<file path="src/rtl/vga_pkg.sv">
// Shared constants, types and helpers for the VGA sprite controller.
package vga_pkg;

  localparam int unsigned RGB_W   = 12;  // {R[3:0], G[3:0], B[3:0]}
  localparam int unsigned CNT_W   = 11;  // raster counters and coordinates
  localparam int unsigned COORD_W = 12;  // hit-test width, one bit of headroom

  typedef logic [RGB_W-1:0] rgb_t;

  // 1024x768 @ 65 MHz pixel clock
  localparam int unsigned XGA_H_SYNC   = 136;
  localparam int unsigned XGA_H_BACK   = 160;
  localparam int unsigned XGA_H_ACTIVE = 1024;
  localparam int unsigned XGA_H_FRONT  = 24;
  localparam int unsigned XGA_V_SYNC   = 6;
  localparam int unsigned XGA_V_BACK   = 29;
  localparam int unsigned XGA_V_ACTIVE = 768;
  localparam int unsigned XGA_V_FRONT  = 3;

  // 640x480 @ 25 MHz pixel clock
  localparam int unsigned VGA_H_SYNC   = 96;
  localparam int unsigned VGA_H_BACK   = 48;
  localparam int unsigned VGA_H_ACTIVE = 640;
  localparam int unsigned VGA_H_FRONT  = 16;
  localparam int unsigned VGA_V_SYNC   = 2;
  localparam int unsigned VGA_V_BACK   = 33;
  localparam int unsigned VGA_V_ACTIVE = 480;
  localparam int unsigned VGA_V_FRONT  = 10;

  // Raster side-band carried down the pixel pipeline next to the colour path.
  typedef struct packed {
    logic             hs;
    logic             vs;
    logic             de;
    logic             fs;
    logic [CNT_W-1:0] hx;
    logic [CNT_W-1:0] vy;
  } raster_t;

  // Total period of one axis (line length or frame height).
  function automatic int unsigned calc_tot(input int unsigned sync, input int unsigned back,
                                           input int unsigned active, input int unsigned front);
    return sync + back + active + front;
  endfunction

endpackage

</file>
<file path="src/rtl/vga_timing_gen.sv">
// Raster counters plus combinational decode of sync, active area and coordinates.
module vga_timing_gen
  import vga_pkg::*;
#(
  parameter int unsigned H_SYNC   = XGA_H_SYNC,
  parameter int unsigned H_BACK   = XGA_H_BACK,
  parameter int unsigned H_ACTIVE = XGA_H_ACTIVE,
  parameter int unsigned H_FRONT  = XGA_H_FRONT,
  parameter int unsigned V_SYNC   = XGA_V_SYNC,
  parameter int unsigned V_BACK   = XGA_V_BACK,
  parameter int unsigned V_ACTIVE = XGA_V_ACTIVE,
  parameter int unsigned V_FRONT  = XGA_V_FRONT,
  parameter int unsigned SYNC_POL = 0
) (
  input  logic             clk,
  input  logic             rst,
  output logic             hs_c,
  output logic             vs_c,
  output logic             act_c,
  output logic [CNT_W-1:0] hx_c,
  output logic [CNT_W-1:0] vy_c,
  output logic             wrap_c,
  output logic             origin_c
);

  localparam int unsigned H_TOT = calc_tot(H_SYNC, H_BACK, H_ACTIVE, H_FRONT);
  localparam int unsigned V_TOT = calc_tot(V_SYNC, V_BACK, V_ACTIVE, V_FRONT);

  localparam logic [CNT_W-1:0] H_LAST  = CNT_W'(H_TOT - 1);
  localparam logic [CNT_W-1:0] V_LAST  = CNT_W'(V_TOT - 1);
  localparam logic [CNT_W-1:0] H_SYN   = CNT_W'(H_SYNC);
  localparam logic [CNT_W-1:0] V_SYN   = CNT_W'(V_SYNC);
  localparam logic [CNT_W-1:0] H_START = CNT_W'(H_SYNC + H_BACK);
  localparam logic [CNT_W-1:0] V_START = CNT_W'(V_SYNC + V_BACK);
  localparam logic [CNT_W-1:0] H_END   = CNT_W'(H_SYNC + H_BACK + H_ACTIVE);
  localparam logic [CNT_W-1:0] V_END   = CNT_W'(V_SYNC + V_BACK + V_ACTIVE);
  localparam logic             SYNC_ACT = 1'(SYNC_POL);

  logic [CNT_W-1:0] h_cnt_q, h_cnt_d;
  logic [CNT_W-1:0] v_cnt_q, v_cnt_d;

  // Next counter values: h wraps every line, v advances on each h wrap.
  always_comb begin
    h_cnt_d = h_cnt_q + CNT_W'(1);
    v_cnt_d = v_cnt_q;
    if (h_cnt_q == H_LAST) begin
      h_cnt_d = '0;
      v_cnt_d = (v_cnt_q == V_LAST) ? '0 : v_cnt_q + CNT_W'(1);
    end
  end

  // Counter registers.
  always_ff @(posedge clk or posedge rst) begin
    if (rst) begin
      h_cnt_q <= '0;
      v_cnt_q <= '0;
    end else begin
      h_cnt_q <= h_cnt_d;
      v_cnt_q <= v_cnt_d;
    end
  end

  // Decode of the current counter position.
  always_comb begin
    hs_c     = (h_cnt_q < H_SYN) ? SYNC_ACT : ~SYNC_ACT;
    vs_c     = (v_cnt_q < V_SYN) ? SYNC_ACT : ~SYNC_ACT;
    act_c    = (h_cnt_q >= H_START) && (h_cnt_q < H_END) &&
               (v_cnt_q >= V_START) && (v_cnt_q < V_END);
    hx_c     = h_cnt_q - H_START;
    vy_c     = v_cnt_q - V_START;
    wrap_c   = (h_cnt_q == H_LAST) && (v_cnt_q == V_LAST);
    origin_c = (h_cnt_q == '0) && (v_cnt_q == '0);
  end

endmodule

</file>
<file path="src/rtl/vga_sprite_ctrl.sv">
// VGA timing plus NUM_SPR-layer sprite compositor with external 1-cycle ROMs.
// Build option: define VGA_SPR_COLOR_KEY_EN to make KEY_COLOR sprite pixels transparent.
module vga_sprite_ctrl
  import vga_pkg::*;
#(
  parameter int unsigned H_SYNC    = XGA_H_SYNC,
  parameter int unsigned H_BACK    = XGA_H_BACK,
  parameter int unsigned H_ACTIVE  = XGA_H_ACTIVE,
  parameter int unsigned H_FRONT   = XGA_H_FRONT,
  parameter int unsigned V_SYNC    = XGA_V_SYNC,
  parameter int unsigned V_BACK    = XGA_V_BACK,
  parameter int unsigned V_ACTIVE  = XGA_V_ACTIVE,
  parameter int unsigned V_FRONT   = XGA_V_FRONT,
  parameter int unsigned SYNC_POL  = 0,
  parameter int unsigned NUM_SPR   = 3,
  parameter int unsigned SPR_W     = 128,
  parameter int unsigned SPR_H     = 128,
  parameter int unsigned AW        = 14,
  parameter rgb_t        BG_COLOR  = 12'hFFF,
  parameter rgb_t        KEY_COLOR = 12'hFFF
) (
  input  logic                     clk,
  input  logic                     rst,
  input  logic [NUM_SPR*CNT_W-1:0] spr_x,
  input  logic [NUM_SPR*CNT_W-1:0] spr_y,
  input  logic [NUM_SPR-1:0]       spr_en,
  output logic [NUM_SPR*AW-1:0]    rom_addr,
  input  logic [NUM_SPR*RGB_W-1:0] rom_data,
  output logic                     hs,
  output logic                     vs,
  output logic                     de,
  output logic [RGB_W-1:0]         vga_data,
  output logic                     frame_start,
  output logic [CNT_W-1:0]         h_addr,
  output logic [CNT_W-1:0]         v_addr
);

`ifdef VGA_SPR_COLOR_KEY_EN
  localparam logic KEY_EN = 1'b1;
`else
  localparam logic KEY_EN = 1'b0;
`endif

  localparam logic    SYNC_ACT = 1'(SYNC_POL);
  localparam raster_t RAS_RST  = '{hs: ~SYNC_ACT, vs: ~SYNC_ACT, de: 1'b0, fs: 1'b0,
                                   hx: '0, vy: '0};

  logic             hs0_c, vs0_c, act0_c, wrap_c, origin_c;
  logic [CNT_W-1:0] hx0_c, vy0_c;

  vga_timing_gen #(
    .H_SYNC   (H_SYNC),
    .H_BACK   (H_BACK),
    .H_ACTIVE (H_ACTIVE),
    .H_FRONT  (H_FRONT),
    .V_SYNC   (V_SYNC),
    .V_BACK   (V_BACK),
    .V_ACTIVE (V_ACTIVE),
    .V_FRONT  (V_FRONT),
    .SYNC_POL (SYNC_POL)
  ) u_timing (
    .clk      (clk),
    .rst      (rst),
    .hs_c     (hs0_c),
    .vs_c     (vs0_c),
    .act_c    (act0_c),
    .hx_c     (hx0_c),
    .vy_c     (vy0_c),
    .wrap_c   (wrap_c),
    .origin_c (origin_c)
  );

  logic [NUM_SPR*CNT_W-1:0] shx_q, shx_d, shy_q, shy_d;
  logic [NUM_SPR-1:0]       shen_q, shen_d;
  logic [NUM_SPR-1:0]       hit0_c, hit1_q, hit1_d, hit2_q, hit2_d;
  logic [NUM_SPR*AW-1:0]    addr0_c, rom_addr_q, rom_addr_d;
  raster_t                  ras1_q, ras1_d, ras2_q, ras2_d;
  logic [COORD_W-1:0]       hx0_w, vy0_w;
  rgb_t                     pix_c;

  assign hx0_w = COORD_W'(hx0_c);
  assign vy0_w = COORD_W'(vy0_c);

  // Per-sprite hit test and ROM address, derived directly from the coordinates.
  for (genvar gi = 0; gi < NUM_SPR; gi++) begin : g_spr
    logic [COORD_W-1:0] x_c, y_c, dx_c, dy_c;
    logic               hit_c;

    // 12-bit compares keep sprites near coordinate 2047 from wrapping onto the left edge.
    always_comb begin
      x_c   = COORD_W'(shx_q[gi*CNT_W +: CNT_W]);
      y_c   = COORD_W'(shy_q[gi*CNT_W +: CNT_W]);
      dx_c  = hx0_w - x_c;
      dy_c  = vy0_w - y_c;
      hit_c = shen_q[gi] && act0_c &&
              (hx0_w >= x_c) && (hx0_w < x_c + COORD_W'(SPR_W)) &&
              (vy0_w >= y_c) && (vy0_w < y_c + COORD_W'(SPR_H));
    end

    assign hit0_c[gi]            = hit_c;
    assign addr0_c[gi*AW +: AW] = hit_c ? AW'(32'(dy_c) * SPR_W + 32'(dx_c)) : '0;
  end

  // Shadow positions follow the inputs only at the frame wrap; pipeline stages advance each clock.
  always_comb begin
    shx_d      = shx_q;
    shy_d      = shy_q;
    shen_d     = shen_q;
    if (wrap_c) begin
      shx_d  = spr_x;
      shy_d  = spr_y;
      shen_d = spr_en;
    end
    rom_addr_d = addr0_c;
    hit1_d     = hit0_c;
    hit2_d     = hit1_q;
    ras1_d     = '{hs: hs0_c, vs: vs0_c, de: act0_c, fs: origin_c, hx: hx0_c, vy: vy0_c};
    ras2_d     = ras1_q;
  end

  // Shadow registers and the two pipeline stages.
  always_ff @(posedge clk or posedge rst) begin
    if (rst) begin
      shx_q      <= '0;
      shy_q      <= '0;
      shen_q     <= '0;
      rom_addr_q <= '0;
      hit1_q     <= '0;
      hit2_q     <= '0;
      ras1_q     <= RAS_RST;
      ras2_q     <= RAS_RST;
    end else begin
      shx_q      <= shx_d;
      shy_q      <= shy_d;
      shen_q     <= shen_d;
      rom_addr_q <= rom_addr_d;
      hit1_q     <= hit1_d;
      hit2_q     <= hit2_d;
      ras1_q     <= ras1_d;
      ras2_q     <= ras2_d;
    end
  end

  // Priority mux: the ROM output register is the pixel register, so the colour is selected
  // from registered ROM data and registered hit flags; the lowest opaque index wins.
  always_comb begin
    pix_c = BG_COLOR;
    for (int j = NUM_SPR - 1; j >= 0; j--) begin
      if (hit2_q[j] && !(KEY_EN && (rom_data[j*RGB_W +: RGB_W] == KEY_COLOR))) begin
        pix_c = rom_data[j*RGB_W +: RGB_W];
      end
    end
    vga_data = ras2_q.de ? pix_c : '0;
  end

  assign rom_addr    = rom_addr_q;
  assign hs          = ras2_q.hs;
  assign vs          = ras2_q.vs;
  assign de          = ras2_q.de;
  assign frame_start = ras2_q.fs;
  assign h_addr      = ras2_q.hx;
  assign v_addr      = ras2_q.vy;

endmodule

</file>
<file path="config.mk">
export PLATFORM = sky130hd
export DESIGN_NAME = vga_sprite_ctrl
export DESIGN_NICKNAME = d
export VERILOG_FILES = /design/src/rtl/vga_pkg.sv /design/src/rtl/vga_timing_gen.sv /design/src/rtl/vga_sprite_ctrl.sv
export SDC_FILE = /design/constraint.sdc
export NUM_CORES = 1
export LEC_CHECK = 0
export CAP_MARGIN = 25
export CORE_MARGIN = 2
export CORE_UTILIZATION = 49
export CTS_BUF_LIST = sky130_fd_sc_hd__clkbuf_16
export CTS_CLUSTER_DIAMETER = 100
export DETAILED_ROUTE_END_ITERATION = 16
export PLACE_DENSITY = 0.81
export RECOVER_POWER = 25
export SYNTH_ARGS = -nofsm -noshare
export SYNTH_HDL_FRONTEND = slang
export SYNTH_HIERARCHICAL = 1
export SYNTH_SLANG_ARGS = --single-unit
export TNS_END_PERCENT = 50
</file>
<file path="constraint.sdc">
create_clock -name clk -period 5.3 [get_ports clk]
set_input_delay 0.795 -clock clk [delete_from_list [all_inputs] [get_ports clk]]
set_output_delay 0.795 -clock clk [all_outputs]
set_load 0.01 [all_outputs]
</file>
==> reports/qor.yml <==
crit_fanout: 7
ys_types: 69
ys_seq_elements: 191
postRouteAntennaNets: 0
min_period_ns: 4.57
grt_antenna_before_repair: 0
dp_hpwl_um: 21800
initial_core_util_pct: 50.1
wl_um: 28900
wl_per_cell_um: 17.2
cts_setup_buffers: 0
finalCritPeriodShare_pct: 86.2
ir_drop_uv: 164
skew_ns: 0.0107
die_h_um: 156
cts_tree: "built"
critical_path.slowest_cell: "o311ai_0"
endpoint_kind: "register"
core_area_um2: 22700
drive_gt1_share_pct: 4.44
outcome: "completed"
grt_pass1_wl_um: 46200
yosys_warnings: 6
synth_ff_type: "dfrtp_1"
drc: 0
yosysMostFrequentCell: "dfrtp_1"
drt_iter0_markers: 576
clock.fmax_mhz: 219
required_ns: 5.61
drtPass1Iterations: 5
syn_area_per_cell_um2: 9.36
routabilityCongestion: 0.929
nets: 1619
drv_slew: 0
cts.hold.buffers_added: 0
slew_headroom_pct: 29.7
p_per_area_nw_per_um2: 203
crit_type: "register to register"
cts_num_sinks: 191
hold_path.class: "register to register"
finalSetupViolations: 0
p_leak_nw: 6.60
io_buffers: 186
syn_inst: 1215
clk_pin_slew_ns: 0.07
cp_cell_sequence: "inv_1 > ha_1 > xnor2_1 > ha_1 > a211oi_1 > inv_1 > o311ai_0 > xnor2_1 > ha_1 > inv_1 > fa_1 > nor2b_1 > o21ai_0 > a21boi_0 > o221ai_1 > xor2_1 > nor2_1"
pin_count: 187
vias: 9403
synth_edf_count: 0
synthTopCellsByCount: "187 x dfrtp_1, 130 x inv_1, 119 x ha_1, 117 x o21ai_0, 103 x nand2_1"
hold_viol: 0
rows: 55
clkLatencyLatePin_ns: 0.44
finalInstanceArea_um2: 14100
grt_max_degree: 170
clock-root-buffer: "clkbuf_16"
dieArea_um2: 24400
vias_per_cell: 5.59
rsz0062_at_grt: "false"
synth_area_um2: 11400
diodes: 0
die_w_um: 156
clk_path_buf_depth: 2
cts_inserted_buffers: 17
drv_cap: 0
fin_setup_tns_ns: 0
grt-ovfl-total: 0
max_stage_delay_ns: 0.54
async_reset_ff_share_pct: 100
grt_pass1_vias: 9242
yosysSeqAreaShare_pct: 42.1
synth_area_leaders: "dfrtp_1 41%, ha_1 13%, o21ai_0 5.1%"
grt.total_usage_pct: 24.1
area.growth.synth_to_final_pct: 23.7
synth.net_count: 1450
startpoint_type: "register"
path_delay_family: "compound AO/OA/AOI/OAI gates"
h-tree-depth: 4
synth_top_area_share_pct: 41.1
dpl_cell_area_um2: 13500
tightest_slew_ns: 1.04
cp.arrival_ns: 4.88
cts_resized: 0
yosysTopAreaCell: "dfrtp_1"
path_buf_inv: 3
==> report_power, final <==
group          switching, W  internal (W)  total [W]
sequential                0       0.00146    0.00146
clock              0.000592      0.000703    0.00129
combinational     0.0000393     0.0000695   0.000109
total              0.000631       0.00223    0.00286
==> flip-flops by register name (all words and copies together), names as in the netlist, 11 cells and up <==
signal and flops:
h_addr 11, shx_q 33, u_timing/h_cnt_q 11, v_addr 11, shy_q 33, u_timing/v_cnt_q 11, ras1_q 26, rom_addr 42
==> cell usage in the layout (no fill, tap or decap), types with 5 or more instances in the layout <==
master and count:
dfrtp_1 187, clkdlybuf4s50_1 185, inv_1 129, ha_1 119, o21ai_0 117, nand2_1 103, nor2_1 101, a21oi_1 61
xnor2_1 45, xor2_1 28, nand3_1 26, a21o_1 20, clkbuf_16 17, nor2b_1 16, nor3_1 15, nand4_1 15
a31oi_1 14, o22ai_1 14, a211oi_1 13, mux2_2 10, o21a_1 9, nand2b_1 9, fa_1 9, o31ai_1 7
and3_1 6, o211ai_1 5, o31a_1 5, nor4_1 5, or4_1 5, buf_4 5
==> kinds of logic (layout without fill, tap and decap cells) <==
logic type / Yosys count / after routing / synth area share (%)
XOR/XNOR: 73 / 73 / 5.62
buffers and inverters: 174 / 355 / 6.06
adder cells (fa/ha/maj): 128 / 128 / 14.7
AND/OR/NAND/NOR: 330 / 330 / 13.9
AO/OA/AOI/OAI: 305 / 305 / 16.3
multiplexers: 14 / 14 / 1.34
flip-flops: 191 / 191 / 42.1
==> area by class of cell <==
class | instances | area (µm²)
fill | 1821 | 8640
tap | 285 | 357
clock buffer | 17 | 425
sequential | 191 | 4780
timing repair buffer | 194 | 1940
clock inverter | 14 | 158
inverter | 130 | 492
multi-input combinational | 850 | 5910
==> metal layers <==
layer | track usage (%) | routed length (µm)
met5 | 0 | 0
met4 | 8.30 | 700
met3 | 4.26 | 1660
met2 | 40.5 | 14000
met1 | 31.7 | 12600
==> worst paths after layout <==
check | to | slack [ns] | cells after the start | startpoint
max in group asynchronous | shy_q[10]$_DFFE_PP0P_ | 3.54 | 3 | rst
worst max register to register | rom_addr[27]$_DFF_PP0_ | 0.73 | 17 | u_timing/h_cnt_q[3]$_DFF_PP0_
worst min-delay path | v_addr[2]$_DFF_PP0_ | 0.35 | 0 | ras1_q[2]$_DFF_PP0_
min in group asynchronous | u_timing/h_cnt_q[2]$_DFF_PP0_ | 1.07 | 2 | rst
worst max-delay path | rom_addr[27]$_DFF_PP0_ | 0.73 | 17 | u_timing/h_cnt_q[3]$_DFF_PP0_
worst min register to register | v_addr[2]$_DFF_PP0_ | 0.35 | 0 | ras1_q[2]$_DFF_PP0_
==> metrics by stage <==
stage / hold WS, ns / utilization (%) / worst slack [ns] / total power [W] / cells
detailed placement: 0.335 / 59.4 / 0.867 / 0.00160 / 1650
global placement: 0.331 / 59.4 / 1.12 / 0.00159 / 1650
floorplan: 0.331 / - / 1.46 / 0.00151 / 1215
global route: 0.357 / 62.0 / 0.429 / 0.00295 / 1681
finish: 0.349 / 62.0 / 0.729 / 0.00286 / 1681
CTS: 0.350 / 62.0 / 0.832 / 0.00288 / 1681
==> worst register-to-register path, cell delays in order (launching register included) <==
cell      delay (ns)
dfrtp_1         0.45
inv_1           0.17
ha_1            0.27
xnor2_1         0.33
ha_1            0.35
a211oi_1        0.39
inv_1           0.07
o311ai_0        0.54
xnor2_1         0.19
ha_1            0.19
inv_1           0.06
fa_1            0.38
nor2b_1         0.18
o21ai_0         0.13
a21boi_0        0.32
o221ai_1        0.20
xor2_1          0.16
nor2_1          0.05
Note: power is estimated with default switching activity, not from simulation.
